**src/rtl/video_pkg.sv**
```systemverilog
// Shared video timing definitions: default raster geometry and the line
// scheduler's FSM encoding, common to the timing generator and renderer.
package video_pkg;

    localparam int VID_H_PIXELS     = 640;
    localparam int VID_V_LINES      = 240;
    localparam int VID_CLKS_PER_PIX = 2;

    typedef logic [1:0] state_t;

    localparam state_t ST_IDLE      = 2'd0;
    localparam state_t ST_RENDERING = 2'd1;
    localparam state_t ST_READY     = 2'd2;

    // Source line number: interlaced fields interleave as 2n + field.
    function automatic logic [15:0] field_line(input logic [15:0] n,
                                               input logic field,
                                               input logic interlace);
        return interlace ? {n[14:0], field} : n;
    endfunction

endpackage

```
**src/rtl/composite_pixel_addr_gen.sv**
```systemverilog
// Pixel read address generator: clock divider plus a saturating address
// counter, cleared at the start of every line.
module composite_pixel_addr_gen #(
    parameter int H_PIXELS     = 640,
    parameter int CLKS_PER_PIX = 2,
    parameter int ADDR_W       = 10
) (
    input  logic              clk,
    input  logic              rst,
    input  logic              next_line,
    input  logic              next_pixel,
    output logic [ADDR_W-1:0] rd_addr
);

    localparam int DIV_W = (CLKS_PER_PIX > 1) ? $clog2(CLKS_PER_PIX) : 1;
    localparam logic [DIV_W-1:0]  DIV_LAST  = DIV_W'(CLKS_PER_PIX - 1);
    localparam logic [ADDR_W-1:0] ADDR_LAST = ADDR_W'(H_PIXELS - 1);

    logic [DIV_W-1:0]  div_reg;
    logic [ADDR_W-1:0] addr_reg;

    always_ff @(posedge clk or posedge rst) begin
        if (rst) begin
            div_reg  <= '0;
            addr_reg <= '0;
        end else if (next_line) begin
            div_reg  <= '0;
            addr_reg <= '0;
        end else if (next_pixel) begin
            if (div_reg == DIV_LAST) begin
                div_reg <= '0;
                // Hold on the last pixel if the active region overruns.
                if (addr_reg != ADDR_LAST) begin
                    addr_reg <= addr_reg + 1'b1;
                end
            end else begin
                div_reg <= div_reg + 1'b1;
            end
        end
    end

    assign rd_addr = addr_reg;

endmodule

```
**src/rtl/composite_line_scheduler.sv**
```systemverilog
// Per-line render sequencer: prefetches a line at vblank, swaps the ping-pong
// line buffers on every line strobe and flags renderers that finish late.
module composite_line_scheduler
    import video_pkg::*;
#(
    parameter int H_PIXELS     = VID_H_PIXELS,
    parameter int V_LINES      = VID_V_LINES,
    parameter int CLKS_PER_PIX = VID_CLKS_PER_PIX,
    parameter int ADDR_W       = 10,
    parameter int LINE_W       = 9
) (
    input  logic              clk,
    input  logic              rst,
    input  logic              next_frame,
    input  logic              next_line,
    input  logic              next_pixel,
    input  logic              vblank_pulse,
    input  logic              current_field,
    input  logic              interlace,
    output logic              render_start,
    output logic [LINE_W-1:0] render_line,
    output logic              render_buf,
    input  logic              render_done,
    output logic              rd_buf,
    output logic [ADDR_W-1:0] rd_addr,
    output logic              rd_valid,
    output logic              underrun,
    input  logic              underrun_clr,
    output logic              busy
);

    localparam logic [LINE_W-1:0] LAST_LINE = LINE_W'(V_LINES - 1);

    state_t            state_reg, state_next;
    logic [LINE_W-1:0] n_reg, n_next;
    logic [LINE_W-1:0] render_line_reg, render_line_next;
    logic              field_reg, field_next;
    logic              render_start_reg, render_start_next;
    logic              render_buf_reg, render_buf_next;
    logic              rd_buf_reg, rd_buf_next;
    logic              underrun_reg, underrun_next;
    logic              swapped_reg, swapped_next;
    logic              late;

    always_comb begin
        state_next        = state_reg;
        n_next            = n_reg;
        render_line_next  = render_line_reg;
        field_next        = field_reg;
        render_start_next = 1'b0;
        render_buf_next   = render_buf_reg;
        rd_buf_next       = rd_buf_reg;
        swapped_next      = swapped_reg;
        late              = 1'b0;

        if (vblank_pulse) begin
            // Prefetch line 0 of the coming field; overrides a coincident line strobe.
            field_next        = interlace ? ~field_reg : 1'b0;
            n_next            = '0;
            render_buf_next   = 1'b0;
            render_start_next = 1'b1;
            render_line_next  = LINE_W'(field_line(16'd0, field_next, interlace));
            state_next        = ST_RENDERING;
            swapped_next      = 1'b0;
        end else begin
            if (next_frame) begin
                field_next = current_field;
            end
            if (next_line && state_reg != ST_IDLE) begin
                late            = (state_reg == ST_RENDERING) && !render_done;
                rd_buf_next     = render_buf_reg;
                render_buf_next = ~render_buf_reg;
                n_next          = n_reg + 1'b1;
                swapped_next    = 1'b1;
                if (n_reg < LAST_LINE) begin
                    render_start_next = 1'b1;
                    render_line_next  = LINE_W'(field_line(16'(n_next), field_next, interlace));
                    state_next        = ST_RENDERING;
                end else begin
                    state_next = ST_IDLE;
                end
            end else if (render_done && state_reg == ST_RENDERING) begin
                state_next = ST_READY;
            end
        end

        underrun_next = late | (underrun_reg & ~underrun_clr);
    end

    always_ff @(posedge clk or posedge rst) begin
        if (rst) begin
            state_reg        <= ST_IDLE;
            n_reg            <= '0;
            render_line_reg  <= '0;
            field_reg        <= 1'b0;
            render_start_reg <= 1'b0;
            render_buf_reg   <= 1'b0;
            rd_buf_reg       <= 1'b0;
            underrun_reg     <= 1'b0;
            swapped_reg      <= 1'b0;
        end else begin
            state_reg        <= state_next;
            n_reg            <= n_next;
            render_line_reg  <= render_line_next;
            field_reg        <= field_next;
            render_start_reg <= render_start_next;
            render_buf_reg   <= render_buf_next;
            rd_buf_reg       <= rd_buf_next;
            underrun_reg     <= underrun_next;
            swapped_reg      <= swapped_next;
        end
    end

    composite_pixel_addr_gen #(
        .H_PIXELS    (H_PIXELS),
        .CLKS_PER_PIX(CLKS_PER_PIX),
        .ADDR_W      (ADDR_W)
    ) u_pixel_addr (
        .clk       (clk),
        .rst       (rst),
        .next_line (next_line),
        .next_pixel(next_pixel),
        .rd_addr   (rd_addr)
    );

    assign render_start = render_start_reg;
    assign render_line  = render_line_reg;
    assign render_buf   = render_buf_reg;
    assign rd_buf       = rd_buf_reg;
    assign underrun     = underrun_reg;
    assign busy         = (state_reg != ST_IDLE);
    // Pixels are only meaningful once a rendered line has been swapped in this field.
    assign rd_valid     = next_pixel & swapped_reg;

endmodule

```
**config.mk**
```make
export PLATFORM = sky130hd
export DESIGN_NAME = composite_line_scheduler
export DESIGN_NICKNAME = d
export VERILOG_FILES = /design/src/rtl/video_pkg.sv /design/src/rtl/composite_pixel_addr_gen.sv /design/src/rtl/composite_line_scheduler.sv
export SDC_FILE = /design/constraint.sdc
export NUM_CORES = 1
export LEC_CHECK = 0
export ABC_CLOCK_PERIOD_IN_PS = 2650
export CORE_AREA = 2 2 67 82
export DETAILED_ROUTE_END_ITERATION = 7
export DIE_AREA = 0 0 69 84
export PLACE_DENSITY = 0.67
export SLEW_MARGIN = 20
export SYNTH_ARGS = -nofsm -noshare
export SYNTH_HDL_FRONTEND = slang
export SYNTH_HIERARCHICAL = 1
export SYNTH_SLANG_ARGS = --single-unit
```
**constraint.sdc**
```tcl
create_clock -name clk -period 2.65 [get_ports clk]
set_clock_uncertainty 0.2 [all_clocks]
set_input_delay 0.53 -clock clk [delete_from_list [all_inputs] [get_ports clk]]
set_output_delay 0.53 -clock clk [all_outputs]
set_load 0.005 [all_outputs]
```
== After elaboration in Yosys (flattened, before gate mapping) ==
Cells that the tools add are included.
Cells by class
  $add $sub $neg: 3
  multipliers: 0
  divide/modulo/power cells: 0
  $lt $le $gt $ge: 1
  equality and inequality tests: 2
  shift-type cells: 0
  muxes and demuxes: 30
  bitwise gates (word level): 7
  reductions and logical operators: 14
Operator list (number)
  2-to-1 mux 9 bit: 6
  2-to-1 mux 10 bit: 4
  2-to-1 mux 1 bit: 17
  nonzero test 2 bit: 6
  adder 10 x 1 -> 10 bit, second input constant: 1
  inequality test 10 bit, second input constant: 1
  adder 9 x 1 -> 9 bit, second input constant: 1
  < comparator 9 x 8 -> 1 bit, second input constant: 1
  2-to-1 mux 2 bit: 3
  inverter 1 bit: 4
  AND reduction 2 bit: 2
  logical AND 1 bit: 3
  AND reduction 3 bit: 1
  nonzero test 3 bit: 1
  AND 1 bit: 2
  equality test 2 x 1 -> 1 bit, second input constant: 1
  adder 1 bit, second input constant: 1
  zero test 1 bit: 1
  OR 1 bit: 1
Storage, ports and cells
  flip-flop bits (word level): 37
  latch bits: 0
  memory bits (writable): 0
  ROM bits: 0
  output and inout bits: 25
  logic and storage cells: 68
  memories: 0

== Longest topological paths before layout ==
  depth after elaboration: 5
  depth in mapped cells: 6
  mapped depth without buffers: 5

== Modules after synthesis ==
The synthesis kept the hierarchy.
Modules (own cells, without submodules)
  composite_line_scheduler: instances 1, cells each 154, area an instance 1455.1 µm², sequential area each 650.6 µm²
  composite_pixel_addr_gen: instances 1, cells each 80, area an instance 719.4 µm², sequential area each 275.3 µm²

== Least setup slack after synthesis ==
Ideal clock, no wire load.
  kind: reg-to-reg
  from: register n_reg[3]
  to: register render_line_reg[5], in the netlist render_line[5]
  setup time: 0.096 ns
  arrival: 1.474 ns
  data required time: 2.354 ns
  path slack: 0.881 ns
  cell stages (with the launch flop): 7
  buffers on the path: 2
  period minus slack after synthesis: 1.769 ns
  path through: dfrtp_1 -> buf_4 -> a41o_1 -> a211oi_4 -> buf_6 -> o211ai_2 -> o32ai_2
Between the ends
  cells in the longest elaborated chain, start to end: 5
  elaborated cells on any way between the ends: 8
  classes of those cells: add/sub: 1; order compare: 1; mux: 4; reduce/logical: 2
RTL lines
  from (decl): line composite_line_scheduler.sv:35  | logic [LINE_W-1:0] n_reg, n_next;
  from (signal assigned): line composite_line_scheduler.sv:103  | n_reg <= n_next;
  adder 9 x 1 -> 9 bit: line composite_line_scheduler.sv:73  | n_next = n_reg + 1'b1;
  2-to-1 mux 9 bit: line video_pkg.sv:19  | return interlace ? {n[14:0], field} : n;
  2-to-1 mux 9 bit: line composite_line_scheduler.sv:75  | if (n_reg < LAST_LINE) begin
  2-to-1 mux 9 bit: line composite_line_scheduler.sv:69  | if (next_line && state_reg != ST_IDLE) begin
  2-to-1 mux 9 bit: line composite_line_scheduler.sv:56  | if (vblank_pulse) begin
  to (signal assigned): line composite_line_scheduler.sv:104  | render_line_reg <= render_line_next;
  to (decl): line composite_line_scheduler.sv:36  | logic [LINE_W-1:0] render_line_reg, render_line_next;
Several ways; a longest one is shown, not always the timed one. The select of a mux whose other input is x is not followed.
A chain may end at the register's enable or synchronous reset.

== Final worst setup path ==
  from: input next_pixel
  to: output rd_valid
Between the ends
  cells in the longest elaborated chain, start to end: 1
RTL lines
  from (decl): line composite_line_scheduler.sv:16  | input logic next_pixel,
  AND 1 bit: line composite_line_scheduler.sv:133  | assign rd_valid = next_pixel & swapped_reg;
  to (decl): line composite_line_scheduler.sv:26  | output logic rd_valid,
Every way passes these cells.

==> out/qor.json <==
{
  "global_route.overflow_total": {"value": 0},
  "maximum_frequency_from_static_timing_analysis": {"value": 428.0, "unit": "MHz"},
  "wl_per_cell": {"value": 15.02, "unit": "um"},
  "fin_crit": {"value": 2.337, "unit": "ns"},
  "final_net_count": {"value": 279},
  "synth_most_common_cell": {"value": "dfrtp_1"},
  "i_o_pin_total": {"value": 35},
  "synth-warning-count": {"value": 6},
  "outcome": {"value": "complete, no violations"},
  "switching_power_summed_over_all_nets": {"value": 0.2969, "unit": "mW"},
  "synth_cell_type_count": {"value": 54},
  "cts_repair_resize_count": {"value": 0},
  "grt.total_usage": {"value": 18.43, "unit": "%"},
  "cts_buf_count": {"value": 5},
  "tritoncts": {"value": "built"},
  "netlist_area": {"value": 2175, "unit": "sq um"},
  "placeable_core_region": {"value": 5080, "unit": "sq um"},
  "die_area": {"value": 5796, "unit": "sq um"},
  "power_report.internal_total": {"value": 0.8628, "unit": "mW"},
  "sequentialPowerShare": {"value": 53.5, "unit": "%"},
  "slew_headroom": {"value": 54.75, "unit": "%"},
  "share_comb_of_total_power": {"value": 15.9, "unit": "%"},
  "cts_root_buffer": {"value": "clkbuf_8"},
  "crit_end_element": {"value": "output pin"},
  "worst_slew_pin_slew": {"value": 0.6773, "unit": "ns"},
  "flow.area_growth_from_synthesis": {"value": 21.40, "unit": "%"},
  "initial_utilization": {"value": 42.81, "unit": "%"},
  "diodes": {"value": 0},
  "p_leak": {"value": 1.074, "unit": "nW"},
  "place.port_buffers": {"value": 34},
  "synth_area_leaders": {"value": "dfrtp_1 (43%), nor2_1 (3.6%), xnor2_1 (3.6%), nand3_1 (3.0%), nand2b_1 (2.9%)"},
  "synth_flop_cell": {"value": "dfrtp_1"},
  "ctsHoldBuffers": {"value": 0},
  "initialDrtViolationCount": {"value": 164},
  "grt_max_degree": {"value": 27},
  "setup_violations": {"value": 0},
  "crit_required": {"value": 1.92, "unit": "ns"},
  "detailed_place_hpwl": {"value": 3.556, "unit": "mm"},
  "layout_worst_path_cycle_share": {"value": 88.17, "unit": "%"},
  "largest_register_ff_count": {"value": 10},
  "core.rowCount": {"value": 29},
  "timing_worst_setup_path_type": {"value": "primary input to output pin"},
  "h-tree-depth": {"value": 2},
  "crit_arrival": {"value": 1.61, "unit": "ns"},
  "cts-root-to-sink-buffers": {"value": 2},
  "unrepaired_setup_endpoints_after_global_routing": {"value": "false"},
  "synthArstFlopShare": {"value": 100.0, "unit": "%"},
  "cp-start-kind": {"value": "primary input"},
  "critical-path-top-delay-family": {"value": "buffers and inverters"},
  "postSynthNetCount": {"value": 246},
  "clock_latency": {"value": 0.28, "unit": "ns"},
  "drt_pass1_iterations": {"value": 4},
  "ff2ff_setup_slack": {"value": 0.72, "unit": "ns"},
  "detail_route.drc_violations": {"value": 0},
  "worstPathCellList": {"value": "clkdlybuf4s50_1 > and2_1 > clkdlybuf4s50_1"},
  "power_density": {"value": 439.3, "unit": "nW/um^2"},
  "detail-route-antenna-nets": {"value": 0},
  "vias_per_cell": {"value": 5.637},
  "report.power.total": {"value": 1.160, "unit": "mW"},
  "critical-path-top-cell-by-count": {"value": "clkdlybuf4s50_1"},
  "post-synth-top-area-cell": {"value": "dfrtp_1"},
  "setup_total_negative_slack": {"value": 0, "unit": "ns"},
  "global_route_wire_length_before_repair": {"value": 8.714, "unit": "mm"},
  "crit_path_max_incr_delay": {"value": 0.49, "unit": "ns"},
  "synth_sequential_area_ratio": {"value": 42.58, "unit": "%"},
  "timing.final.hold_violations": {"value": 0},
  "max_cap_violations": {"value": 0},
  "ys_seq_elements": {"value": 37},
  "timing.hold.worst.class": {"value": "register to register"},
  "drt-total-wl": {"value": 4.926, "unit": "mm"},
  "synth_common_cells": {"value": "dfrtp_1 (37), nor2_1 (21), nand3_1 (13)"},
  "syn_avg_cell_area": {"value": 9.293, "unit": "sq um"},
  "dieWidth": {"value": 69, "unit": "um"},
  "dieHeight": {"value": 84, "unit": "um"},
  "synthesis.instances": {"value": 234},
  "postCtsSetupBuffers": {"value": 0},
  "critical_path.slowest_cell": {"value": "clkdlybuf4s50_1"},
  "ir_worst_vdd": {"value": 0.0002820, "unit": "V"},
  "via_count": {"value": 1849},
  "finalMaxSlewViolations": {"value": 0},
  "first_global_vias": {"value": 1832},
  "cts.sinks": {"value": 37},
  "drive_above_1_share": {"value": 9.774, "unit": "%"},
  "grt_antenna_before_repair": {"value": 0},
  "clock_network_fraction_of_total_power": {"value": 30.6, "unit": "%"},
  "synth_edf_count": {"value": 0},
  "place.gp.congestion": {"value": 0.8311},
  "switching_share": {"value": 25.60, "unit": "%"},
  "netlist.area_leader.share": {"value": 42.58, "unit": "%"},
  "critical_path_buf_inv_count": {"value": 2},
  "worst_setup_hold_path_clk_slew": {"value": 0.06, "unit": "ns"},
  "timing.critical_path.fanout_max": {"value": 2}
}
==> cells in the final DEF (no fill, tap or decap), drive strengths merged, types with 2 or more instances in the layout <==
master / Yosys / final
or4: 3 / 3
or3: 4 / 4
nor2b: 5 / 5
o211ai: 2 / 2
and3: 5 / 5
nand3b: 3 / 3
nor2: 21 / 21
inv: 8 / 8
a41o: 2 / 2
xnor2: 9 / 9
and2: 2 / 2
o22ai: 2 / 2
a31oi: 2 / 2
clkdlybuf4s50: 0 / 34
nor4: 4 / 4
nor3: 9 / 9
o21ai: 11 / 11
clkbuf: 7 / 5
nand2: 10 / 10
o21a: 2 / 2
a21oi: 12 / 12
buf: 9 / 8
nand4: 6 / 6
nand4b: 3 / 3
nand2b: 10 / 10
mux2: 5 / 5
a211oi: 3 / 3
o32ai: 4 / 4
dfrtp: 37 / 37
xor2: 2 / 2
mux2i: 3 / 3
ha: 2 / 2
nand3: 14 / 14
==> power groups by stage <==
| stage | combinational (mW) | sequential (mW) | clock, mW |
|---|---|---|---|
| 3_5_place_dp | 0.186 | 0.630 | 0 |
| 5_1_grt | 0.206 | 0.624 | 0.406 |
| 6_report | 0.185 | 0.620 | 0.355 |
| 4_1_cts | 0.187 | 0.620 | 0.372 |
| 2_1_floorplan | 0.106 | 0.623 | 0 |
| 3_3_place_gp | 0.186 | 0.630 | 0 |
==> layer usage <==
metal	up-vias	track usage [%]	wire, um
met4	0	6.417	99
met5	-	0	0
met1	893	21.17	2003
met2	39	33.39	2635
met3	10	3.986	187
li1	907	-	-
==> stage by stage <==
stage	utilization [%]	cells	worst slack (ns)	instance area, sq um	hold slack, ns
floorplan	-	234	0.8807	2175	0.1824
finish	51.97	328	0.3134	2640	0.3038
CTS	51.97	328	0.3065	2640	0.3086
global route	51.97	328	0.2671	2640	0.3216
detailed placement	50.52	322	0.3065	2566	0.2970
global placement	50.52	322	0.3120	2566	0.2780
==> final cells by class <==
cell class              count  area (sq um)
inverters                   8         30.03
repair buffers             42         400.4
clock buffers               5         68.82
clock inverters             1         5.005
multi-input cells         173          1132
flip-flops and latches     37         925.9
fillers                   483          2440
well taps                  62         77.57
==> logic make-up after synthesis <==
family | share of synthesized area [%]
adders and majority gates | 1.151
xor gates and xnor gates | 4.431
buffers and inverters | 5.351
muxes | 3.970
AOI/OAI and AO/OA | 14.96
and+or+nand+nor | 27.56
DFF | 42.58
==> path summary, 6_finish.rpt <==
path                                      endpoint  cells after the start  startpoint
min                                         rd_buf                      1      rd_buf
max in group asynchronous  u_pixel_addr/rd_addr[0]                      2         rst
max reg2reg                         render_line[5]                      5    n_reg[0]
max                                       rd_valid                      3  next_pixel
min in group asynchronous  u_pixel_addr/rd_addr[3]                      2         rst
min reg2reg                                 rd_buf                      1      rd_buf
==> worst reg2reg max path: stages, from the launching register on <==
cell and delay [ns]:
dfrtp_1 0.49, ha_1 0.32, nand3_1 0.20, a31oi_1 0.26, o211ai_2 0.12, o32ai_2 0.25
Power figures use the tool's default switching activity.
